==> config.mk <==
export PLATFORM = sky130hd
export DESIGN_NAME = sw_input_ctrl
export DESIGN_NICKNAME = d
export VERILOG_FILES = /design/src/rtl/sw_input_ctrl.sv
export SDC_FILE = /design/constraint.sdc
export NUM_CORES = 1
export LEC_CHECK = 0
export CORE_ASPECT_RATIO = 0.7
export CORE_MARGIN = 2
export CORE_UTILIZATION = 40
export DETAILED_ROUTE_END_ITERATION = 8
export PLACE_DENSITY = 0.7
export SYNTH_ARGS = -nofsm -noshare
export SYNTH_HDL_FRONTEND = slang
export SYNTH_SLANG_ARGS = --single-unit
==> constraint.sdc <==
create_clock -name clk -period 2.54 [get_ports clk]
set_input_delay 0.762 -clock clk [delete_from_list [all_inputs] [get_ports clk]]
set_output_delay 0.762 -clock clk [all_outputs]
set_load 0.005 [all_outputs]
==> src/rtl/sw_input_ctrl.sv <==
// Switch front end: synchronises SW_raw, debounces the handshake bit and freezes the data word while it is high.
// Optional SW_HS_COUNT_EN: drives hs_count from a live capture counter; otherwise hs_count is tied to zero.
module sw_input_ctrl #(
  parameter int DB_CYCLES = 4,
  parameter int n         = 8
) (
  input  logic         clk,
  input  logic         reset,
  input  logic [n:0]   SW_raw,
  output logic [n:0]   SW,
  output logic         new_data,
  output logic [1:0]   state,
  output logic [7:0]   hs_count
);

  localparam int CW = $clog2(DB_CYCLES + 1);
  localparam logic [CW-1:0] DB_LAST = CW'(DB_CYCLES - 1);

  typedef enum logic [1:0] {
    ST_IDLE    = 2'd0,
    ST_CAPTURE = 2'd1,
    ST_HELD    = 2'd2,
    ST_UNUSED  = 2'd3
  } state_t;

  logic [n:0]    sync1_q, sync2_q;
  logic [CW-1:0] db_cnt_q, db_cnt_d;
  logic          stable_q, stable_d;
  state_t        state_q, state_d;
  logic [n:0]    sw_q, sw_d;
  logic          new_data_q, new_data_d;
  logic          capture;

  always_comb begin
    db_cnt_d = '0;
    stable_d = stable_q;
    if (sync2_q[n] != stable_q) begin
      if (db_cnt_q == DB_LAST) begin
        stable_d = sync2_q[n];
      end else begin
        db_cnt_d = db_cnt_q + 1'b1;
      end
    end
  end

  // Data and handshake are loaded on the same edge so SW[n]=1 never shows stale data.
  always_comb begin
    state_d    = state_q;
    sw_d       = sw_q;
    new_data_d = 1'b0;
    capture    = 1'b0;
    case (state_q)
      ST_IDLE: begin
        sw_d[n] = 1'b0;
        if (stable_q) begin
          state_d    = ST_CAPTURE;
          sw_d       = {1'b1, sync2_q[n-1:0]};
          new_data_d = 1'b1;
          capture    = 1'b1;
        end
      end
      ST_CAPTURE: begin
        state_d = ST_HELD;
      end
      ST_HELD: begin
        if (!stable_q) begin
          state_d = ST_IDLE;
          sw_d[n] = 1'b0;
        end
      end
      default: begin
        state_d = ST_IDLE;
        sw_d[n] = 1'b0;
      end
    endcase
  end

  always_ff @(posedge clk) begin
    if (reset) begin
      sync1_q    <= '0;
      sync2_q    <= '0;
      db_cnt_q   <= '0;
      stable_q   <= 1'b0;
      state_q    <= ST_IDLE;
      sw_q       <= '0;
      new_data_q <= 1'b0;
    end else begin
      sync1_q    <= SW_raw;
      sync2_q    <= sync1_q;
      db_cnt_q   <= db_cnt_d;
      stable_q   <= stable_d;
      state_q    <= state_d;
      sw_q       <= sw_d;
      new_data_q <= new_data_d;
    end
  end

`ifdef SW_HS_COUNT_EN
  logic [7:0] hs_cnt_q, hs_cnt_d;

  always_comb begin
    hs_cnt_d = hs_cnt_q;
    if (capture) hs_cnt_d = hs_cnt_q + 8'd1;
  end

  always_ff @(posedge clk) begin
    if (reset) hs_cnt_q <= 8'd0;
    else       hs_cnt_q <= hs_cnt_d;
  end

  assign hs_count = hs_cnt_q;
`else
  logic unused_capture;
  assign unused_capture = capture;
  assign hs_count       = 8'h00;
`endif

  assign SW       = sw_q;
  assign new_data = new_data_q;
  assign state    = state_q;

endmodule

==> impl_metrics.tcl, run 1 <==
set metrics [dict create \
    criticalPathCategory "reg2out" \
    dp_slack_ns 0.746 \
    routedWlPerCell_um 9.84 \
    areaGrowthSynthToFinish_pct 29.4 \
    synth_compound_area_share_pct 0.437 \
    regToRegSetupSlack_ns 1.24 \
    synth_cell_type_count 19 \
    gp_congestion 0.588 \
    track_usage_pct 10.9 \
    place_area_sq_um 1370 \
    r2r-end "db_cnt_q[2]" \
    clk_latency_ns 0.28 \
    cp_num_buf_inv 1 \
    synth_xor_area_share_pct 0.765 \
    p_total_mw 1.08 \
    cts_tree "built" \
    max_freq_mhz 504 \
    outcome "finished, final reports clean" \
    finalHoldViolCount 0 \
    final_cells 164 \
    synth.ff_latch_count 34 \
    worstPathMaxFanout 6 \
    rsz0062_at_grt "no" \
    dp.cells 157 \
    slowest_stage "clkdlybuf4s50_1" \
    grt_overflow 0 \
    chipHeight_um 48.8 \
    cts_resized 0 \
    cts_max_level 2 \
    endpoint "state[1]" \
    grt_pass1_vias 622 \
    utilization_pct 53.6 \
    dr.pass1.iters 2 \
    min_path_type "reg2reg" \
    path_delay_family "buffers and inverters" \
    antenna_cells 0 \
    fin_ws_ns 0.557 \
    drive_above_1_share_pct 11.7 \
    required_ns 1.78 \
    final_area_sq_um 1480 \
    port_buffers 22 \
    antenna_left 0 \
    whs_ns 0.432 \
    syn_avg_cell_area_sq_um 11.2 \
    cts_buffers 5 \
    drt_iter0_drc 19 \
    ys_seq_area_share_pct 59.5 \
    fin_skew_ns 0.00378 \
    netlist_instances 102 \
    critPathMaxStageDelay_ns 0.53 \
    finalCritPeriodShare_pct 78.1 \
    ir_worst_vdd_mv 0.357 \
    ios 31 \
    core_sq_um 2760 \
    post-cts-setup-buffer-count 0 \
    cts.clk_slew.worst_paths_ns 0.06 \
    syn_area_sq_um 1140 \
    root_buffer "clkbuf_8" \
    critical_path_depth 1 \
    worst_ep_arrival_time_ns 1.22 \
    post-dp-hpwl_mm 1.08 \
    r2r_cells 4 \
    r2r_start "db_cnt_q[0]" \
    routed_wl_mm 1.61 \
    finalCriticalPeriod_ns 1.98 \
    critPathLaunchType "flop" \
    worstSetupEndpointType "output pin" \
    synthAdderAreaFrac_pct 2.19 \
    power_density_nw_per_um2 728 \
    cts.sinks 34 \
    grt_max_degree 32 \
    drv_slew 0 \
    synth_top_family_by_area "simple AND/OR/NAND/NOR gates" \
    crit_start "state[1]" \
    finalSetupViolations 0 \
    drc 0 \
    viasPerCell 4.21 \
    power_leakage_nw 0.562 \
    path_cells "clkdlybuf4s50_1" \
    vias 690 \
    cts_hold_buf 0 \
    setup_tns_ns 0 \
    fp.dieW_um 67.9 \
    row_count 16 \
    synth-simple-area-share_pct 20.1 \
    start_util_pct 41.4 \
    antenna_found_initial 0 \
    fin_nets 141 \
    drv_cap 0 \
    fillers 252 \
    synthMuxAreaShare_pct 8.85 \
    grt_first_pass_wirelength_mm 2.54 \
    cts_buffer_depth 2 \
    yosys_warnings 0 \
    dieArea_sq_um 3310 \
]
-- layout make-up --
class,count,area [sq um],share of cell area (%)
Inverter,2,7.51,0.507
Tap cell,36,45.0,3.04
Clock inverter,1,30.0,2.03
Clock buffer,6,82.6,5.57
Sequential cell,34,681,45.9
Timing Repair Buffer,24,235,15.9
Multi-Input combinational cell,61,400,27.0
-- per-layer routing --
layer  GRT usage, %  part of all wire (%)
met5              0                     0
met4           7.00                  0.87
met3           6.28                   7.0
met2           17.3                    49
met1           10.6                    43
-- sequential cells by signal (all words and copies together), names as in the netlist --
signal	cells
stable_q	1
db_cnt_q	3
SW	9
state	2
sync2_q	9
sync1_q	9
new_data	1
-- worst min-delay path by stage --
stage	from	to	slack (ns)	cells after the start
finish	db_cnt_q[0]	db_cnt_q[0]	0.43	1
CTS	db_cnt_q[0]	db_cnt_q[0]	0.43	1
floorplan	db_cnt_q[0]	db_cnt_q[0]	0.41	1
global route	db_cnt_q[0]	db_cnt_q[0]	0.45	1
global placement	db_cnt_q[0]	db_cnt_q[0]	0.42	1
detailed placement	db_cnt_q[0]	db_cnt_q[0]	0.42	1
-- synth_stat cells --
cell | count | area, sq um
nor2_1 | 10 | 37.5
nand3b_1 | 2 | 15.0
mux2i_1 | 9 | 90.1
nor2_2 | 3 | 18.8
nand2b_1 | 1 | 6.26
buf_4 | 8 | 60.1
dfxtp_1 | 34 | 681
nor2b_1 | 20 | 125
conb_1 | 1 | 3.75
buf_6 | 1 | 11.3
nand2_1 | 1 | 3.75
inv_1 | 2 | 7.51
mux2_2 | 1 | 11.3
or3_4 | 1 | 11.3
a21oi_1 | 1 | 5.00
ha_1 | 2 | 25.0
clkbuf_1 | 3 | 11.3
xnor2_1 | 1 | 8.76
nor3b_2 | 1 | 12.5
-- cells by family (layout without fill, tap and decap cells) --
logic type,Yosys count,in the layout
fa+ha+maj,2,2
other cells,1,8
simple gates,39,39
xor+xnor,1,1
flops,34,34
buf+inv,14,33
mux,10,10
compound gates,1,1
-- placed cells by master (no fill, tap or decap), types with 2 or more instances in the layout --
| master | n |
|---|---|
| dfxtp_1 | 34 |
| mux2i_1 | 9 |
| nand3b_1 | 2 |
| conb_1 | 8 |
| nor2_1 | 10 |
| ha_1 | 2 |
| clkbuf_8 | 6 |
| buf_4 | 2 |
| nor2b_1 | 20 |
| inv_1 | 2 |
| clkdlybuf4s50_1 | 22 |
| nor2_2 | 3 |
-- where the power goes --
group | switching [mW] | internal, mW
clock network | 0.178 | 0.314
registers | 0.00325 | 0.547
logic | 0.0148 | 0.0224
total | 0.196 | 0.883
(Power assumes the default switching activity.)
==> inputs of run 2 (changes only) <==
--- a/config.mk
+++ b/config.mk
@@ -9,7 +9,7 @@
 export CORE_MARGIN = 2
 export CORE_UTILIZATION = 40
 export DETAILED_ROUTE_END_ITERATION = 8
-export PLACE_DENSITY = 0.7
+export PLACE_DENSITY = 0.73
 export SYNTH_ARGS = -nofsm -noshare
 export SYNTH_HDL_FRONTEND = slang
 export SYNTH_SLANG_ARGS = --single-unit
==> constraint.sdc (replaced) <==
create_clock -name clk -period 1.77 [get_ports clk]
set_input_delay 0.531 -clock clk [delete_from_list [all_inputs] [get_ports clk]]
set_output_delay 0.531 -clock clk [all_outputs]
set_load 0.005 [all_outputs]
==> impl_metrics.tcl, run 2 (same netlist as run 1, synthesis figures left out) <==
set metrics [dict create \
    final_cell_mix "32 x dfxtp_1, 22 x clkdlybuf4s50_1, 20 x nor2b_1, 10 x nor2_1, 9 x mux2i_1" \
    required_ns 1.24 \
    critPathLaunchType "flop" \
    place_area_sq_um 1370 \
    seq_power_share_pct 57.5 \
    netSwitchingFraction_pct 18.7 \
    grt_pass1_vias 580 \
    fp.dieW_um 67.9 \
    critPathMaxStageDelay_ns 0.51 \
    viasPerCell 4.10 \
    finalSetupViolations 0 \
    drive_above_1_share_pct 12.6 \
    cts.sinks 34 \
    worst_ep_arrival_time_ns 1.15 \
    cts_max_level 2 \
    power_leakage_nw 0.549 \
    pwr-share-comb_pct 3.8 \
    antenna_cells 0 \
    areaGrowthSynthToFinish_pct 27.0 \
    port_buffers 22 \
    rsz0062_at_grt "no" \
    finalCritPeriodShare_pct 95.0 \
    slowest_stage "clkdlybuf4s50_1" \
    finalCriticalPeriod_ns 1.68 \
    drv_cap 0 \
    path_delay_family "buffers and inverters" \
    path_cells "clkdlybuf4s50_1" \
    clk_latency_ns 0.28 \
    antenna_found_initial 0 \
    grt_overflow 0 \
    post-cts-setup-buffer-count 0 \
    fin_nets 141 \
    ir_worst_vdd_mv 0.405 \
    cts_tree "built" \
    max_freq_mhz 595 \
    p_switching_uw 257 \
    post-dp-hpwl_um 997 \
    final_common_cell "dfxtp_1" \
    routedWlPerCell_um 9.01 \
    setup_tns_ns 0 \
    drt_iter0_drc 29 \
    core_sq_um 2760 \
    routed_wl_mm 1.47 \
    antenna_left 0 \
    criticalPathCategory "reg2out" \
    root_buffer "clkbuf_8" \
    power_density_nw_per_um2 945 \
    cts_buffer_depth 2 \
    cts_buffers 5 \
    finalHoldViolCount 0 \
    p_clk_share_pct 38.7 \
    internal_power_mw 1.12 \
    fin_skew_ns 0.00475 \
    vias 668 \
    track_usage_pct 11.2 \
    utilization_pct 52.6 \
    ios 31 \
    worstPathMaxFanout 6 \
    cp_num_buf_inv 1 \
    dr.pass1.iters 2 \
    chipHeight_um 48.8 \
    row_count 16 \
    start_util_pct 41.4 \
    drv_slew 0 \
    dieArea_sq_um 3310 \
    gp_congestion 0.628 \
    grt_max_degree 32 \
    cts.clk_slew.worst_paths_ns 0.06 \
    grt_first_pass_wirelength_mm 2.60 \
    worstSetupEndpointType "output pin" \
    min_path_type "reg2reg" \
    final_area_sq_um 1450 \
    outcome "finished, final reports clean" \
    drc 0 \
]
[run 2: cell count changes in the layout (fill, tap and decap cells not counted)]
cell and delta:
bufinv_16 -1, dfxtp_2 +2, dfxtp_1 -2
[run 2: worst register-to-register path, stage by stage, from the launching register on]
cell,delay [ns]
dfxtp_1,0.32
ha_1,0.20
ha_1,0.21
or3_4,0.41
nor2_2,0.08
[run 2: layout make-up]
cell class                      instances  area, sq um
Tap cell                               36         45.0
Sequential cell                        34          683
Clock buffer                            6         82.6
Fill cell                             247         1310
Timing Repair Buffer                   24          235
Inverter                                2         7.51
Multi-Input combinational cell         61          400
[run 2: routing by layer]
metal	global-route usage (%)	part of all wire (%)
met5	0	0
met4	6.00	2.2
met3	7.67	8.4
met2	14.7	44
met1	13.3	46
[run 2: repair_timing]
item                       CTS  global route
gates resized for setup      1             1
setup endpoints to repair    1             1
pin swaps                    0             0
hold buffers                 0             0
[run 2: metrics by stage]
| step | total power [mW] | worst slack, ns | cells | hold WS (ns) |
|---|---|---|---|---|
| 3_3_place_gp | 0.858 | 0.254 | 157 | 0.418 |
| 5_1_grt | 1.45 | 0.0191 | 163 | 0.452 |
| 6_report | 1.37 | 0.0879 | 163 | 0.429 |
| 4_1_cts | 1.40 | 0.00623 | 163 | 0.434 |
| 3_5_place_dp | 0.860 | 0.242 | 157 | 0.420 |
| 2_1_floorplan | 0.845 | 0.549 | 109 | 0.409 |
[run 2: path summary, 6_finish.rpt]
kind,from,to,slack [ns],cells after the start
max,state[1],state[1],0.09,1
min,db_cnt_q[0],db_cnt_q[0],0.43,1
max reg2reg,db_cnt_q[0],db_cnt_q[2],0.50,4
min reg2reg,db_cnt_q[0],db_cnt_q[0],0.43,1
[run 2: power by group through the flow]
stage          Sequential (mW)  Clock, mW  Combinational [mW]
3_3_place_gp             0.806          0              0.0521
2_1_floorplan            0.805          0              0.0402
4_1_cts                  0.790      0.556              0.0533
6_report                 0.790      0.531              0.0528
5_1_grt                  0.791      0.596              0.0606
3_5_place_dp             0.807          0              0.0530
